[src/rtl/uart_tx_arb.sv]
// ---------------------------------------------------------------------------
// uart_tx_arb
//   Packet-atomic round-robin arbiter sharing one 8N1 UART transmit engine
//   between port A (CPU UART register path) and port B (debug/monitor path).
//   The grant is held until the owner sends a byte marked last, or until the
//   owner leaves its valid low mid-packet for LOCK_TMO consecutive cycles.
//
// Parameters
//   LOCK_TMO    idle SEND cycles tolerated mid-packet before a forced release
//               (1..65535)
//
// Ports
//   clk, reset_n            system clock, async active-low reset
//   a_valid/a_data/a_last   port A byte request, a_ready = byte taken
//   b_valid/b_data/b_last   port B byte request, b_ready = byte taken
//   tx_start, tx_data       one-cycle start pulse and byte to the serializer
//   tx_busy                 serializer busy (rises the cycle after tx_start)
//   grant                   one-hot owner: bit0 = A, bit1 = B, 00 = none
//   timeout_evt             one-cycle pulse on a forced release
// ---------------------------------------------------------------------------
module uart_tx_arb #(
  parameter logic [15:0] LOCK_TMO = 16'd50000
) (
  input  logic       clk,
  input  logic       reset_n,
  input  logic       a_valid,
  input  logic [7:0] a_data,
  input  logic       a_last,
  output logic       a_ready,
  input  logic       b_valid,
  input  logic [7:0] b_data,
  input  logic       b_last,
  output logic       b_ready,
  output logic       tx_start,
  output logic [7:0] tx_data,
  input  logic       tx_busy,
  output logic [1:0] grant,
  output logic       timeout_evt
);

  typedef enum logic [1:0] {IDLE = 2'd0, SEND = 2'd1, START = 2'd2, DRAIN = 2'd3} state_t;
  typedef enum logic {PORT_A = 1'b0, PORT_B = 1'b1} port_t;

  state_t      state, state_nxt;
  port_t       owner, owner_nxt;
  port_t       prio, prio_nxt;
  port_t       pick, other;
  logic [15:0] idle_cnt, idle_cnt_nxt;
  logic        last_q, last_nxt;
  logic [1:0]  grant_nxt;
  logic        tx_start_nxt;
  logic [7:0]  tx_data_nxt;
  logic        timeout_nxt;

  logic        own_valid, own_last;
  logic [7:0]  own_data;
  logic        send_open;

  // Owner-side view of the request so SEND logic is port-agnostic.
  assign own_valid = (owner == PORT_B) ? b_valid : a_valid;
  assign own_data  = (owner == PORT_B) ? b_data  : a_data;
  assign own_last  = (owner == PORT_B) ? b_last  : a_last;

  // Ready derives from registered state only plus tx_busy, so it drops the
  // moment the serializer is busy and never reaches the non-owner.
  assign send_open = (state == SEND) && !tx_busy;
  assign a_ready   = send_open && (owner == PORT_A);
  assign b_ready   = send_open && (owner == PORT_B);

  // IDLE winner: a lone requester wins outright, a tie goes to prio.
  assign pick  = (a_valid && b_valid) ? prio : (b_valid ? PORT_B : PORT_A);
  assign other = (owner == PORT_A) ? PORT_B : PORT_A;

  always_comb begin
    // NOTE: every output of this block gets a default first, so no path can
    // leave a variable unassigned and infer a latch.
    state_nxt    = state;
    owner_nxt    = owner;
    prio_nxt     = prio;
    idle_cnt_nxt = idle_cnt;
    last_nxt     = last_q;
    grant_nxt    = grant;
    tx_start_nxt = 1'b0;
    tx_data_nxt  = tx_data;
    timeout_nxt  = 1'b0;

    unique case (state)
      IDLE: begin
        if (a_valid || b_valid) begin
          owner_nxt    = pick;
          grant_nxt    = (pick == PORT_B) ? 2'b10 : 2'b01;
          idle_cnt_nxt = '0;
          state_nxt    = SEND;
        end
      end

      SEND: begin
        if (own_valid && !tx_busy) begin
          tx_data_nxt  = own_data;
          tx_start_nxt = 1'b1;
          last_nxt     = own_last;
          idle_cnt_nxt = '0;
          state_nxt    = START;
        end else if (!own_valid) begin
          if (idle_cnt == LOCK_TMO - 16'd1) begin
            // Owner stalled mid-packet: drop the lock and hand over priority.
            timeout_nxt  = 1'b1;
            prio_nxt     = other;
            grant_nxt    = 2'b00;
            idle_cnt_nxt = '0;
            state_nxt    = IDLE;
          end else if (idle_cnt != 16'hFFFF) begin
            idle_cnt_nxt = idle_cnt + 16'd1;
          end
        end
      end

      START: begin
        state_nxt = DRAIN;
      end

      DRAIN: begin
        if (!tx_busy) begin
          if (last_q) begin
            prio_nxt  = other;
            grant_nxt = 2'b00;
            state_nxt = IDLE;
          end else begin
            state_nxt = SEND;
          end
        end
      end

      default: state_nxt = IDLE;
    endcase
  end

  // NOTE: every flop here is a control register, not storage, so all of them
  // take the async reset; a reset mid-byte just stops further starts.
  always_ff @(posedge clk or negedge reset_n) begin
    if (!reset_n) begin
      state       <= IDLE;
      owner       <= PORT_A;
      prio        <= PORT_A;
      idle_cnt    <= '0;
      last_q      <= 1'b0;
      grant       <= 2'b00;
      tx_start    <= 1'b0;
      tx_data     <= 8'h00;
      timeout_evt <= 1'b0;
    end else begin
      // NOTE: non-blocking assignments so every flop samples pre-edge values.
      state       <= state_nxt;
      owner       <= owner_nxt;
      prio        <= prio_nxt;
      idle_cnt    <= idle_cnt_nxt;
      last_q      <= last_nxt;
      grant       <= grant_nxt;
      tx_start    <= tx_start_nxt;
      tx_data     <= tx_data_nxt;
      timeout_evt <= timeout_nxt;
    end
  end

endmodule

[config.mk]
export PLATFORM = sky130hd
export DESIGN_NAME = uart_tx_arb
export DESIGN_NICKNAME = d
export VERILOG_FILES = /design/src/rtl/uart_tx_arb.sv
export SDC_FILE = /design/constraint.sdc
export NUM_CORES = 1
export LEC_CHECK = 0
export CAP_MARGIN = 20
export CORE_MARGIN = 5
export CORE_UTILIZATION = 45
export CTS_BUF_LIST = sky130_fd_sc_hd__clkbuf_4 sky130_fd_sc_hd__clkbuf_8
export CTS_CLUSTER_DIAMETER = 40
export DETAILED_ROUTE_END_ITERATION = 10
export PLACE_DENSITY = 0.71
export SLEW_MARGIN = 20
export SYNTH_ARGS = -nofsm -noshare
export SYNTH_HDL_FRONTEND = slang
export SYNTH_SLANG_ARGS = --single-unit
[constraint.sdc]
create_clock -name clk -period 2.75 [get_ports clk]
set_clock_uncertainty 0.05 [all_clocks]
set_input_delay 0.6875 -clock clk [delete_from_list [all_inputs] [get_ports clk]]
set_output_delay 0.6875 -clock clk [all_outputs]
set_load 0.02 [all_outputs]
# After elaboration in Yosys (flattened, before gate mapping)
# Index checks and enable logic that the tools add are counted.
# word_totals
register_bits	33
inputBits	23
out_inout_bits	14
elab_cells	79
# op_classes
n_addsub	1
n_eq_ne	14
muxes	37
bitwise	1
n_reduce_logical	17
# op_table
op	n
$mux 16	5
$pmux 16 s2	1
$mux 2	10
$mux 1	17
$add 16x1->16 const B	1
$eq 16x16->1 const B	1
$ne 16x16->1 const B	1
$ne 2x2->1 const B	5
$mux 8	1
$pmux 2 s4	1
$reduce_and 4->1	2
$reduce_and 7->1	1
$pmux 2 s3	1
$reduce_and 6->1	1
$logic_and 1x1->1	5
$eq 2x2->1 const B	2
$ne 4x1->1 const B	1
$reduce_and 2->1	2
$reduce_bool 2->1	2
$ne 3x1->1 const B	1
$ne 3x2->1 const B	1
$reduce_bool 3->1	1
$eq 2x1->1 const B	1
$logic_not 2->1	1
5 further kinds	5

# Longest topological paths before layout
# logic_depth
ltp_word	6
depth_mapped	7
depth_no_buf	6

# Least setup slack after synthesis
# Ideal clock, no wire load.
# synth_timing
path_type	flip-flop to output port
start	register owner
end	output port a_ready
arrival_ns	1.309
required_time_ns	2.013
slack_ns	0.704
path_stages_with_launch	4
path_cell_list	dfrtp_1 > clkbuf_1 > buf_1 > nor3_1
# synth_between
elab_chain_cells	2
# synth_lines
item	line	source
start: declaration	45	port_t owner, owner_nxt;
start signal: assignment	154	owner <= owner_nxt;
$not 1->1	--	
$logic_and 1x1->1	67	assign a_ready = send_open && (owner == PORT_A);
end: declaration	29	output logic a_ready,
# Every way passes these cells.

# Final worst setup path
# layout_timing
start	input port tx_busy
end	output port a_ready
# layout_between
elab_chain_cells	3
# layout_lines
item	line	source
start: declaration	36	input logic tx_busy,
$logic_not 1->1	--	
$logic_and 1x1->1	66	assign send_open = (state == SEND) && !tx_busy;
$logic_and 1x1->1	67	
# Every way passes these cells.

==> results.toml <==
[sta]
min_period_over_period_pct = 97.3
slew_viol_final = 0
fin_tns_setup_ns = 0
hold_violations = 0
fmax_ghz = 0.374
setup_viol = 0
max-slew-margin-rel_pct = 63.5
tightest_slew_ns = 0.546
layout_min_cycle_time_ns = 2.67
rsz0062_at_grt = "no"

[synth]
postSynthAreaPerCell_sq_um = 9.15
synth_cells = 200
synth_cell_types = 44
async_flop_share_pct = 100
seq_area_frac_synth_pct = 45.1
netlist_area_sq_um = 1830
synth_edf_count = 0
synth_warnings = 0
synth-seq-cells = 33
syn_nets = 224
synthFlopType = "dfrtp_1"

[placed_design]
dpl.hpwl_microns = 3110
port_buffers = 36
gp_congestion = 0.856
place_area_sq_um = 2300

[power_and_ir_drop]
pwr-share-clk_pct = 20.6
power_frac_seq_pct = 34.2
p_switching_uw = 795
power.share.switching_pct = 37.5
comb_power_share_pct = 45.2
ir_drop_mv = 0.420
power_mw = 2.12
p_leak_nw = 1.03
p_int_mw = 1.32
power_density_nw_per_um2 = 880

[clocking]
h-tree-depth = 2
hold_buffers = 0
clock_latency_ns = 0.29
cts_made_buffers = 5
post_cts_buffers = 0
clockBufferDepth = 2
cts_sinks = 33
cts_tree = "done"
clk_pin_slew_worst_paths_ns = 0.06
cts_root_buf = "clkbuf_8"

[routing]
drc = 0
vias_per_cell = 5.56
num_vias = 1651
routedWlPerCell_microns = 13.8
drtIter0Drc = 122
ant_nets = 0
dr.pass1.iters = 4
drt-total-wl_microns = 4100

[job]
cap_viol_max_count = 0

[final_layout]
areaGrowthSynthToFinish_pct = 31.6
final_cell_mix = "clkdlybuf4s50_1, dfrtp_1, nand2_1, o21ai_0, a21oi_1"
fin_util_pct = 60.6
n_antenna_cell = 0
fin_area_sq_um = 2410
nets = 271
drive_above_1_share_pct = 12.6
final_common_cell = "clkdlybuf4s50_1"

[die]
die_w_microns = 73.8
die_area_sq_um = 5440
start_util_pct = 46.1
io_pins = 37
core_sq_um = 3970
die_h_microns = 73.8
num_rows = 23

[global_route]
grt_usage_pct = 16.9
grt_pass1_wl_microns = 7060
antenna_found_initial = 0
grt_max_degree = 34
grt_overflow = 0
grt_pass1_vias = 1503

[worst_setup_path]
startpoint_type = "primary input"
critical_path_required_ns = 2.01
worstSetupPathType = "in2out"
endpoint_kind = "output pin"
critPathMaxFanout = 3
arrival_ns = 1.94

[run_status]
outcome = "complete, no violations"

[hold_path]
hold_class = "reg2reg"
-- worst max-delay path, cell delays in order --
cell and delay (ns):
clkdlybuf4s50_1 0.44, nor3_1 0.18, clkdlybuf4s50_1 0.63
-- final cells by class --
type	count	area, sq um
fillers	342	1560
multi-input cells	148	918
flip-flops and latches	33	826
repair buffers	49	460
clock buffers	5	68.8
well taps	50	62.6
inverters	10	37.5
clock inverters	2	35.0
-- Yosys cell counts, types with 2 or more instances --
cell type   n  share of area, %
nor3_1      4               1.1
clkbuf_1    6               1.2
nand4_1     5               1.7
a32o_1      2               1.1
nand2b_1    2              0.68
a21oi_1    21               5.7
or2_2       4               1.4
a31oi_1     4               1.4
o21ai_0    22               6.0
or3_1       2              0.68
nor2_1     10               2.1
o211ai_1    2              0.82
dfrtp_1    33                45
buf_6       2               1.2
nor4_1      4               1.4
mux2i_1    11               6.0
nand4b_1    2              0.96
nand2_1    22               4.5
nand3_1     5               1.4
inv_1      10               2.1
a211oi_2    2               1.4
and3_1      3               1.0
-- stage by stage --
| stage | hold WS [ns] | worst slack, ns | std cells |
|---|---|---|---|
| 2_1_floorplan | 0.342 | 0.704 | 200 |
| 3_3_place_gp | 0.412 | 0.0207 | 290 |
| 3_5_place_dp | 0.419 | 0.00917 | 290 |
| 4_1_cts | 0.435 | 0.00610 | 297 |
| 5_1_grt | 0.457 | 0.0220 | 297 |
| 6_report | 0.428 | 0.0752 | 297 |
-- registers in the layout, indices dropped and copies added (netlist names), named ones only --
name	flops
timeout_evt	1
tx_start	1
grant	2
owner	1
tx_data	8
last_q	1
state	1
idle_cnt	16
prio	1
-- power groups by stage --
stage	Sequential, mW	Clock, mW	Combinational, mW
floorplan	0.776	0	0.539
global placement	0.730	0	0.959
detailed placement	0.734	0	0.969
CTS	0.725	0.451	0.971
global route	0.742	0.466	1.07
finish	0.725	0.437	0.958
-- cell families after synthesis --
logic type               Yosys count  synth area share, %
AND/OR/NAND/NOR                   71                 21.1
AO/OA/AOI/OAI                     63                 21.3
flip-flops                        33                 45.1
buffers and inverters             19                 4.72
multiplexers                      12                 6.63
XOR/XNOR                           1                0.479
adder cells (fa/ha/maj)            1                0.683
-- layer usage --
metal / global-route usage [%] / share of wire (%)
met3: 4.24 / 4.4
met1: 22.5 / 45
met5: 0 / 0
met2: 26.7 / 50
met4: 5.43 / 1.4
-- path summary, 6_finish.rpt --
kind                                                from                      to  slack (ns)  cells past startpoint
worst min register to register    tx_data[5]$_DFFE_PN0P_  tx_data[5]$_DFFE_PN0P_        0.43                      2
worst min-delay path              tx_data[5]$_DFFE_PN0P_  tx_data[5]$_DFFE_PN0P_        0.43                      2
max in group asynchronous                        reset_n   timeout_evt$_DFF_PN0_        1.59                      2
worst max-delay path                             tx_busy                 a_ready        0.08                      3
min in group asynchronous                        reset_n      last_q$_DFFE_PN0P_        0.75                      2
worst max register to register  idle_cnt[13]$_DFFE_PN0P_    grant[1]$_DFFE_PN0P_        0.53                      6
-- timing repair --
item | 4_1_cts | 5_1_grt
endpoints found under the hold margin | 0 | 0
resized for setup | 0 | 1
endpoints found under the setup margin | 0 | 1
No activity file was read; power rests on OpenSTA's default activity.
